**src/rtl/div_ctrl.sv**
```systemverilog
// rtl/div_ctrl.sv - 32-bit multi-cycle restoring divider for DIV/DIVU
module div_ctrl (
  input  logic        clk,
  input  logic        rst,
  input  logic        signed_div_i,
  input  logic [31:0] operand_1_i,
  input  logic [31:0] operand_2_i,
  input  logic        start_i,
  input  logic        annul_i,
  output logic [63:0] result_o,
  output logic        ready_o,
  output logic        busy_o
);

  typedef enum logic [1:0] {
    S_IDLE   = 2'd0,
    S_BYZERO = 2'd1,
    S_ON     = 2'd2,
    S_END    = 2'd3
  } state_t;

  state_t      r_state;
  state_t      w_state_next;

  // Working registers: r_quo starts as |dividend| and its MSBs are shifted
  // out into the remainder while quotient bits shift in at the LSB.
  logic [5:0]  r_cnt;
  logic [31:0] r_rem;
  logic [31:0] r_quo;
  logic [31:0] r_dvs;
  logic        r_signed;
  logic        r_sign1;
  logic        r_sign2;
  logic [63:0] r_result;

  logic        w_accept;
  logic        w_neg1;
  logic        w_neg2;
  logic [31:0] w_mag1;
  logic [31:0] w_mag2;
  logic [32:0] w_trial;
  logic [31:0] w_diff;
  logic        w_qbit;
  logic        w_cnt_done;
  logic [31:0] w_quo_fix;
  logic [31:0] w_rem_fix;

  assign w_accept   = start_i & ~annul_i;

  // Magnitudes of the operands; only negative values in signed mode flip.
  assign w_neg1     = signed_div_i & operand_1_i[31];
  assign w_neg2     = signed_div_i & operand_2_i[31];
  assign w_mag1     = w_neg1 ? (~operand_1_i + 32'd1) : operand_1_i;
  assign w_mag2     = w_neg2 ? (~operand_2_i + 32'd1) : operand_2_i;

  // 33-bit partial remainder after shifting in the next dividend bit.
  // The remainder is always below the divisor, so it fits back in 32 bits.
  assign w_trial    = {r_rem, r_quo[31]};
  assign w_qbit     = (w_trial >= {1'b0, r_dvs});
  assign w_diff     = w_trial[31:0] - r_dvs;
  assign w_cnt_done = (r_cnt == 6'd32);

  // Quotient sign follows operand sign mismatch, remainder follows dividend.
  assign w_quo_fix  = (r_signed & (r_sign1 ^ r_sign2)) ? (~r_quo + 32'd1) : r_quo;
  assign w_rem_fix  = (r_signed & r_sign1) ? (~r_rem + 32'd1) : r_rem;

  assign result_o   = r_result;

  // State register
  always_ff @(posedge clk or posedge rst) begin
    if (rst) begin
      r_state <= S_IDLE;
    end else begin
      r_state <= w_state_next;
    end
  end

  // Next-state and status outputs
  always_comb begin
    w_state_next = r_state;
    busy_o       = 1'b0;
    ready_o      = 1'b0;
    case (r_state)
      S_IDLE: begin
        if (w_accept) begin
          w_state_next = (operand_2_i == 32'd0) ? S_BYZERO : S_ON;
        end
      end
      S_BYZERO: begin
        busy_o       = 1'b1;
        w_state_next = annul_i ? S_IDLE : S_END;
      end
      S_ON: begin
        busy_o = 1'b1;
        if (annul_i) begin
          w_state_next = S_IDLE;
        end else if (w_cnt_done) begin
          w_state_next = S_END;
        end
      end
      S_END: begin
        ready_o = 1'b1;
        if (!start_i) begin
          w_state_next = S_IDLE;
        end
      end
      default: begin
        w_state_next = S_IDLE;
      end
    endcase
  end

  // Operand capture, iteration datapath and result register
  always_ff @(posedge clk or posedge rst) begin
    if (rst) begin
      r_cnt    <= 6'd0;
      r_rem    <= 32'd0;
      r_quo    <= 32'd0;
      r_dvs    <= 32'd0;
      r_signed <= 1'b0;
      r_sign1  <= 1'b0;
      r_sign2  <= 1'b0;
      r_result <= 64'd0;
    end else begin
      case (r_state)
        S_IDLE: begin
          r_result <= 64'd0;
          if (w_accept && (operand_2_i != 32'd0)) begin
            r_signed <= signed_div_i;
            r_sign1  <= operand_1_i[31];
            r_sign2  <= operand_2_i[31];
            r_quo    <= w_mag1;
            r_dvs    <= w_mag2;
            r_rem    <= 32'd0;
            r_cnt    <= 6'd0;
          end
        end
        S_ON: begin
          if (annul_i) begin
            r_cnt    <= 6'd0;
            r_rem    <= 32'd0;
            r_quo    <= 32'd0;
            r_dvs    <= 32'd0;
            r_result <= 64'd0;
          end else if (!w_cnt_done) begin
            r_rem <= w_qbit ? w_diff : w_trial[31:0];
            r_quo <= {r_quo[30:0], w_qbit};
            r_cnt <= r_cnt + 6'd1;
          end else begin
            r_result <= {w_rem_fix, w_quo_fix};
          end
        end
        S_BYZERO: begin
          r_result <= 64'd0;
        end
        S_END: begin
          if (!start_i) begin
            r_result <= 64'd0;
          end
        end
        default: begin
          r_result <= 64'd0;
        end
      endcase
    end
  end

endmodule

```
**config.mk**
```make
export PLATFORM = sky130hd
export DESIGN_NAME = div_ctrl
export DESIGN_NICKNAME = d
export VERILOG_FILES = /design/src/rtl/div_ctrl.sv
export SDC_FILE = /design/constraint.sdc
export NUM_CORES = 1
export LEC_CHECK = 0
export ABC_AREA = 1
export CORE_AREA = 2 2 227 140
export CTS_BUF_LIST = sky130_fd_sc_hd__clkbuf_8
export CTS_CLUSTER_SIZE = 25
export DETAILED_ROUTE_END_ITERATION = 10
export DIE_AREA = 0 0 229 142
export GPL_TIMING_DRIVEN = 0
export PLACE_DENSITY = 0.66
export SLEW_MARGIN = 20
export SYNTH_ARGS = -nofsm -noshare
export SYNTH_HDL_FRONTEND = slang
export SYNTH_SLANG_ARGS = --single-unit
```
**constraint.sdc**
```tcl
create_clock -name clk -period 14.55 [get_ports clk]
set_clock_uncertainty 0.05 [all_clocks]
set_input_delay 2.91 -clock clk [delete_from_list [all_inputs] [get_ports clk]]
set_output_delay 2.91 -clock clk [all_outputs]
set_load 0.005 [all_outputs]
```
==> results of run 1 <==
==> cell usage after synthesis (all sizes together) (3+ instances only) <==
cell type / number / area [um2]
nand2: 731 / 2803
buf: 37 / 264.0
o31ai: 6 / 45.04
xnor2: 15 / 131.4
xor2: 30 / 262.8
nand3: 229 / 1204
nand4: 35 / 219.0
o21ai: 138 / 728.2
a32o: 5 / 50.05
a22oi: 3 / 22.52
nand3b: 5 / 37.54
inv: 334 / 1256
clkbuf: 23 / 86.33
ha: 42 / 525.5
nor2: 219 / 903.4
dfrtp: 171 / 4279
o22ai: 29 / 306.5
nor3: 27 / 150.2
a21oi: 75 / 386.6
==> report_power, final <==
part	internal, W	switching [W]	total [W]
sequential	0.000572	0.000120	0.000692
combinational	0.000413	0.000955	0.00137
clock	0.000156	0.000202	0.000358
total	0.00114	0.00128	0.00242
==> area by class of cell <==
| class | instances | area (um2) |
|---|---|---|
| Sequential cell | 171 | 4279 |
| Tap cell | 416 | 520.5 |
| Multi-Input combinational cell | 1610 | 7943 |
| Clock buffer | 17 | 234.0 |
| Inverter | 336 | 1271 |
| Clock inverter | 15 | 165.2 |
| Timing Repair Buffer | 135 | 1369 |
| Fill cell | 3248 | 14400 |
| Buffer | 60 | 350.3 |
==> critical path, cell delays in order <==
cell	delay [ns]
clkdlybuf4s50_1	0.53
nor2_2	0.21
buf_2	0.32
nand3_1	0.41
clkbuf_1	0.39
a21oi_1	0.21
o21ai_0	0.24
nand2_1	0.13
==> per-stage QoR <==
stage / setup WS, ns / utilization [%]
global route: 9.476 / 52.84
global placement: 4.522 / 51.42
detailed placement: 9.238 / 51.53
finish: 9.580 / 52.84
CTS: 9.779 / 52.84
floorplan: 6.958 / -
==> how the worst min path moves through the flow <==
stage | start | end | slack, ns | cells after the start
2_1_floorplan | r_dvs[26] | r_dvs[26] | 0.40 | 2
3_3_place_gp | result_o[45] | result_o[45] | 0.41 | 2
3_5_place_dp | result_o[17] | result_o[17] | 0.42 | 2
4_1_cts | result_o[17] | result_o[17] | 0.44 | 2
5_1_grt | result_o[53] | result_o[53] | 0.47 | 2
6_report | result_o[17] | result_o[17] | 0.44 | 2
==> logic make-up after synthesis <==
| family | count (synthesis) |
|---|---|
| simple gates | 1252 |
| buf+inv | 396 |
| compound gates | 270 |
| flops | 171 |
| xor+xnor | 45 |
| fa+ha+maj | 43 |
==> state kept, by name (all words and copies together) (netlist names) <==
signal    count
r_dvs        32
r_signed      1
r_state       2
r_sign2       1
result_o     64
r_quo        32
r_rem        32
r_sign1       1
r_cnt         6
==> layer usage <==
| layer | vias up | track usage [%] | wire, um |
|---|---|---|---|
| met5 | - | 0 | 0 |
| met4 | 0 | 3.862 | 360 |
| met3 | 29 | 14.84 | 7618 |
| met2 | 691 | 39.46 | 18620 |
| met1 | 7018 | 49.73 | 25560 |
| li1 | 7233 | - | - |
==> placed cells by master, fill, tap and decap left out, types with 3 or more instances in the layout <==
cell type        count
nand2_1            721
inv_1              309
nand3_1            219
nor2_1             202
dfrtp_1            171
clkdlybuf4s50_1    134
o21ai_0             97
a21oi_1             74
ha_1                42
nand4_1             35
o21ai_1             31
xor2_1              30
inv_2               25
nor3_1              24
clkbuf_1            23
o22ai_2             20
buf_2               19
clkbuf_8            17
xnor2_1             15
nor2_2              11
o21ai_2             10
nand3_2              9
buf_6                9
o22ai_1              9
buf_4                6
o31ai_1              6
nand2_2              5
nand3b_1             5
nor2_4               5
a32o_1               5
nand2_4              4
inv_8                4
nor3_2               3
a22oi_1              3
inv_6                3
==> results.md, run 1 <==
* Status: finished, final reports clean
* Total power at 0.002417 W
* Core area at 30530 um2
* DRC at 0
* Syn Inst Count at 2177
* Data arrival, critical path at 5.36 ns
* Compound-Gate Fraction of Synth Area at 11.92%
* R2R depth at 10
* TritonCTS buffer count at 17
* Post-Synth Adder-Cell Area at 3.943%
* Largest family of logic cells by synthesized area: simple AND/OR/NAND/NOR gates
* Cts hold-fix bufs at 0
* P_leak at 8.406 nW
* Hold WS at 0.4369 ns
* Total GRT Usage at 31.89%
* Clock root buffer: clkbuf_8
* Vert. Die Dim at 142 um
* Crit path kind: input pin to register
* Sinks on Clock Net at 171
* # setup viols final at 0
* RSZ-0062 raised after global routing: false
* Die width at 229 um
* Nets@finish at 2443
* Io pins at 135
* Leading register cell type out of synthesis: dfrtp_1
* Initial antenna violation count at 1
* Worst-path fanout max at 10
* Synth Area per Inst at 6.355 um2
* Worst reg-to-reg setup slack at 11.66 ns
* Rows at 50
* FFs w/ async S/R, synth at 100.0%
* Crit Reg-Reg Startpoint: r_state[0]
* CP Capture Type: register
* Mux share of post-synthesis cell area at 0%
* First-pass GRT wire length at 78440 um
* Pwr dens at 149.9 nW/um2
* Max Cap Viol at 0
* Post-Place Cells at 2728
* Final period util at 34.16%
* Dpl hpwl at 42750 um
* Clk buf depth at 2
* WL/cell at 18.90 um
* Setup TNS at 0 ns
* Post-DRT Antenna Nets at 0
* Slew of the pin with the lowest slew margin at 0.8404 ns
* Crit start category: input pin
* Vias in the first global route at 13180
* Layout cells sized above 1 at 7.125%
* Reg-to-reg critical path endpoint: result_o[48]
* End of the critical path: result_o[48]
* Fin. Hold Viols at 0
* Simple-gate area share of the yosys netlist at 38.70%
* Largest net degree at the start of global routing at 90
* Synth Register Bits at 171
* PostCTS Resize Cnt at 0
* Synthesis warning total at 0
* Setup repair bufs after CTS at 0
* I/O Buffers at 134
* CP Data Required Time at 14.94 ns
* Max-slew headroom at 43.97%
* Initial Utilization at 45.32%
* Design Area, Final at 16130 um2
* Post-DP Area at 15730 um2
* Crit path from: annul_i
* Post-Syn Nets at 2289
* CTS tree: done
* CTS H-tree lvls at 4
* Pre-Repair DR Iteration Count at 6
* Routability cong. at 0.9976
* F_max at 201.2 MHz
* Post-layout min period at 4.970 ns
* DRT iter0 DRCs at 1638
* Final wirelength at 52160 um
* Total die area at 32520 um2
* Clock slew at reported path FFs at 0.10 ns
* Peak supply drop at 129.3 uV
* Post-synth EDFFs at 0
* Synthesis-to-finish area growth at 16.59%
* Worst skew pair latency at 0.51 ns
* GRT overflow at 0
* Via count at 14970
* HP Class: register to register
* Via density at 5.424
* Max-slew violations at 0
* Post-Synth XOR/XNOR Area at 2.849%
* Post-Syn Area at 13840 um2
* Finished Layout Cells at 2760
* Sequential element share of the synthesized area at 30.93%
* Antenna cells at 0
* Netlist cell types at 52
Note: power is estimated with default switching activity, not from simulation.
==> run 2: changes to the inputs <==
- PLACE_DENSITY: 0.66 -> 0.68
- clock period: 14.55 -> 4.2 ns (I/O delays scaled with it)
==> results.md, run 2 (synthesized netlist as in run 1, its figures left out) <==
* Worst skew pair latency at 0.50 ns (about the same)
* Post-layout min period at 3.040 ns
* Rows at 50 (unchanged)
* TritonCTS buffer count at 17 (unchanged)
* Via count at 14890 (-0.51%)
* Die width at 229 um (unchanged)
* Io pins at 135 (unchanged)
* Dpl hpwl at 43760 um (+2.4%)
* Reg-to-reg critical path endpoint: r_rem[27]
* P_leak at 8.421 nW (+0.18%)
* # setup viols final at 0 (unchanged)
* Synthesis-to-finish area growth at 16.96%
* Antenna cells at 0 (unchanged)
* Pre-Repair DR Iteration Count at 5 (-1)
* WL/cell at 19.27 um (+1.9%)
* CP Capture Type: register
* Post-DRT Antenna Nets at 0 (unchanged)
* R2R depth at 13 (+3)
* CP Data Required Time at 4.59 ns (-10.35 ns)
* Finished Layout Cells at 2763 (+0.11%)
* Finished Core Util at 53.01% (+0.17 points)
* Status: finished, final reports clean
* Initial antenna violation count at 0 (-1)
* Data arrival, critical path at 3.43 ns (-1.93 ns)
* Hold Startpoint: result_o[21]
* Vias in the first global route at 13440 (+2.0%)
* CTS H-tree lvls at 4 (unchanged)
* Most frequent cells in the layout: nand2_1 (721), inv_1 (308), nand3_1 (219), nor2_1 (202), dfrtp_1 (171)
* Max Cap Viol at 0 (unchanged)
* Max reg flops at 64 (unchanged)
* Nets@finish at 2447 (+0.16%)
* Core area at 30530 um2 (unchanged)
* Pwr dens at 518.5 nW/um2 (+250%)
* RSZ-0062 raised after global routing: false
* Cts hold-fix bufs at 0 (unchanged)
* GRT overflow at 0 (unchanged)
* DRT iter0 DRCs at 1630 (-0.49%)
* Sinks on Clock Net at 171 (unchanged)
* Total GRT Usage at 32.80% (+0.91 points)
* HP Class: register to register
* Crit path kind: register to register
* Setup TNS at 0 ns (unchanged)
* DRC at 0 (unchanged)
* Slew of the pin with the lowest slew margin at 0.8099 ns (-0.03046 ns)
* Clk buf depth at 2 (unchanged)
* Final period util at 72.38%
* Clock slew at reported path FFs at 0.10 ns (about the same)
* Routability cong. at 0.9817 (-1.6%)
* Clock root buffer: clkbuf_8
* I/O Buffers at 134 (unchanged)
* Max-slew violations at 0 (unchanged)
* Crit start category: register
* CTS tree: done
* Worst reg-to-reg setup slack at 1.16 ns (-10.50 ns)
* Layout cells sized above 1 at 7.286% (+0.16 points)
* Largest net degree at the start of global routing at 34 (-62%)
* Initial Utilization at 45.32% (unchanged)
* Peak supply drop at 436.0 uV (+240%)
* Fin. Hold Viols at 0 (unchanged)
* Final wirelength at 53230 um (+2.0%)
* PostCTS Resize Cnt at 0 (unchanged)
* F_max at 329.0 MHz
* Commonest non-fill, non-tap cell in the layout: nand2_1
* Worst-path fanout max at 8 (-2)
* Post-Place Cells at 2732 (+0.15%)
* Hold Path End: result_o[21]
* Vert. Die Dim at 142 um (unchanged)
* Max-slew headroom at 46.01% (+2.0 points)
* Setup repair bufs after CTS at 0 (unchanged)
* Via density at 5.391 (-0.62%)
* Total die area at 32520 um2 (unchanged)
* First-pass GRT wire length at 80420 um (+2.5%)
* Crit Reg-Reg Startpoint: r_rem[28]
* WHS Path Cells at 2 (unchanged)
-- run 2: per-layer routing --
layer  global-route usage, %  up-vias  wire length [um]
met4                   5.400        0               480
li1                        -     7238                 -
met2                   40.38      697             18940
met3                   14.42       38              7256
met5                       0        -                 0
met1                   51.36     6921             26550
-- run 2: layout make-up --
class,instances,area [um2]
plain buffers,60,350.3
well taps,416,520.5
clock buffers,17,234.0
flip-flops and latches,171,4279
inverters,336,1267
fillers,3266,14350
repair buffers,139,1441
clock inverters,14,147.6
multi-input cells,1610,7943
-- run 2: metrics by stage --
step / hold WS [ns] / setup WS, ns / power, W / instance area, um2
finish: 0.4339 / 1.160 / 0.008390 / 16180
global route: 0.4704 / 0.9925 / 0.008947 / 16180
CTS: 0.4411 / 1.304 / 0.008209 / 16180
detailed placement: 0.4167 / 0.8943 / 0.007001 / 15800
global placement: 0.4142 / -0.4213 / 0.006915 / 15700
floorplan: 0.3989 / 1.127 / 0.005368 / 13840
-- run 2: worst max path at each step --
stage	slack, ns	startpoint	cells past startpoint	endpoint
5_1_grt	0.99	r_rem[28]	13	r_rem[27]
4_1_cts	1.30	r_rem[28]	13	r_rem[27]
6_report	1.16	r_rem[28]	13	r_rem[27]
3_3_place_gp	-0.42	rst	2	r_rem[31]
3_5_place_dp	0.89	operand_2_i[0]	15	r_rem[27]
2_1_floorplan	1.13	rst	1	r_cnt[0]
-- run 2: critical path: stages (launching register included) --
cell	delay [ns]
dfrtp_1	0.52
ha_1	0.50
nand2_1	0.27
nor2_1	0.15
nand2_1	0.08
nor2_1	0.35
nand3_1	0.19
nand3_2	0.16
nor2_8	0.08
nand2_8	0.13
nand2_2	0.23
nand2_1	0.14
nand2_1	0.06
nand2_1	0.07
-- run 2: where the power goes --
part	total, W	switching [W]	internal [W]
Combinational	0.00477	0.00333	0.00144
Sequential	0.00241	0.000425	0.00198
Clock	0.00121	0.000685	0.000529
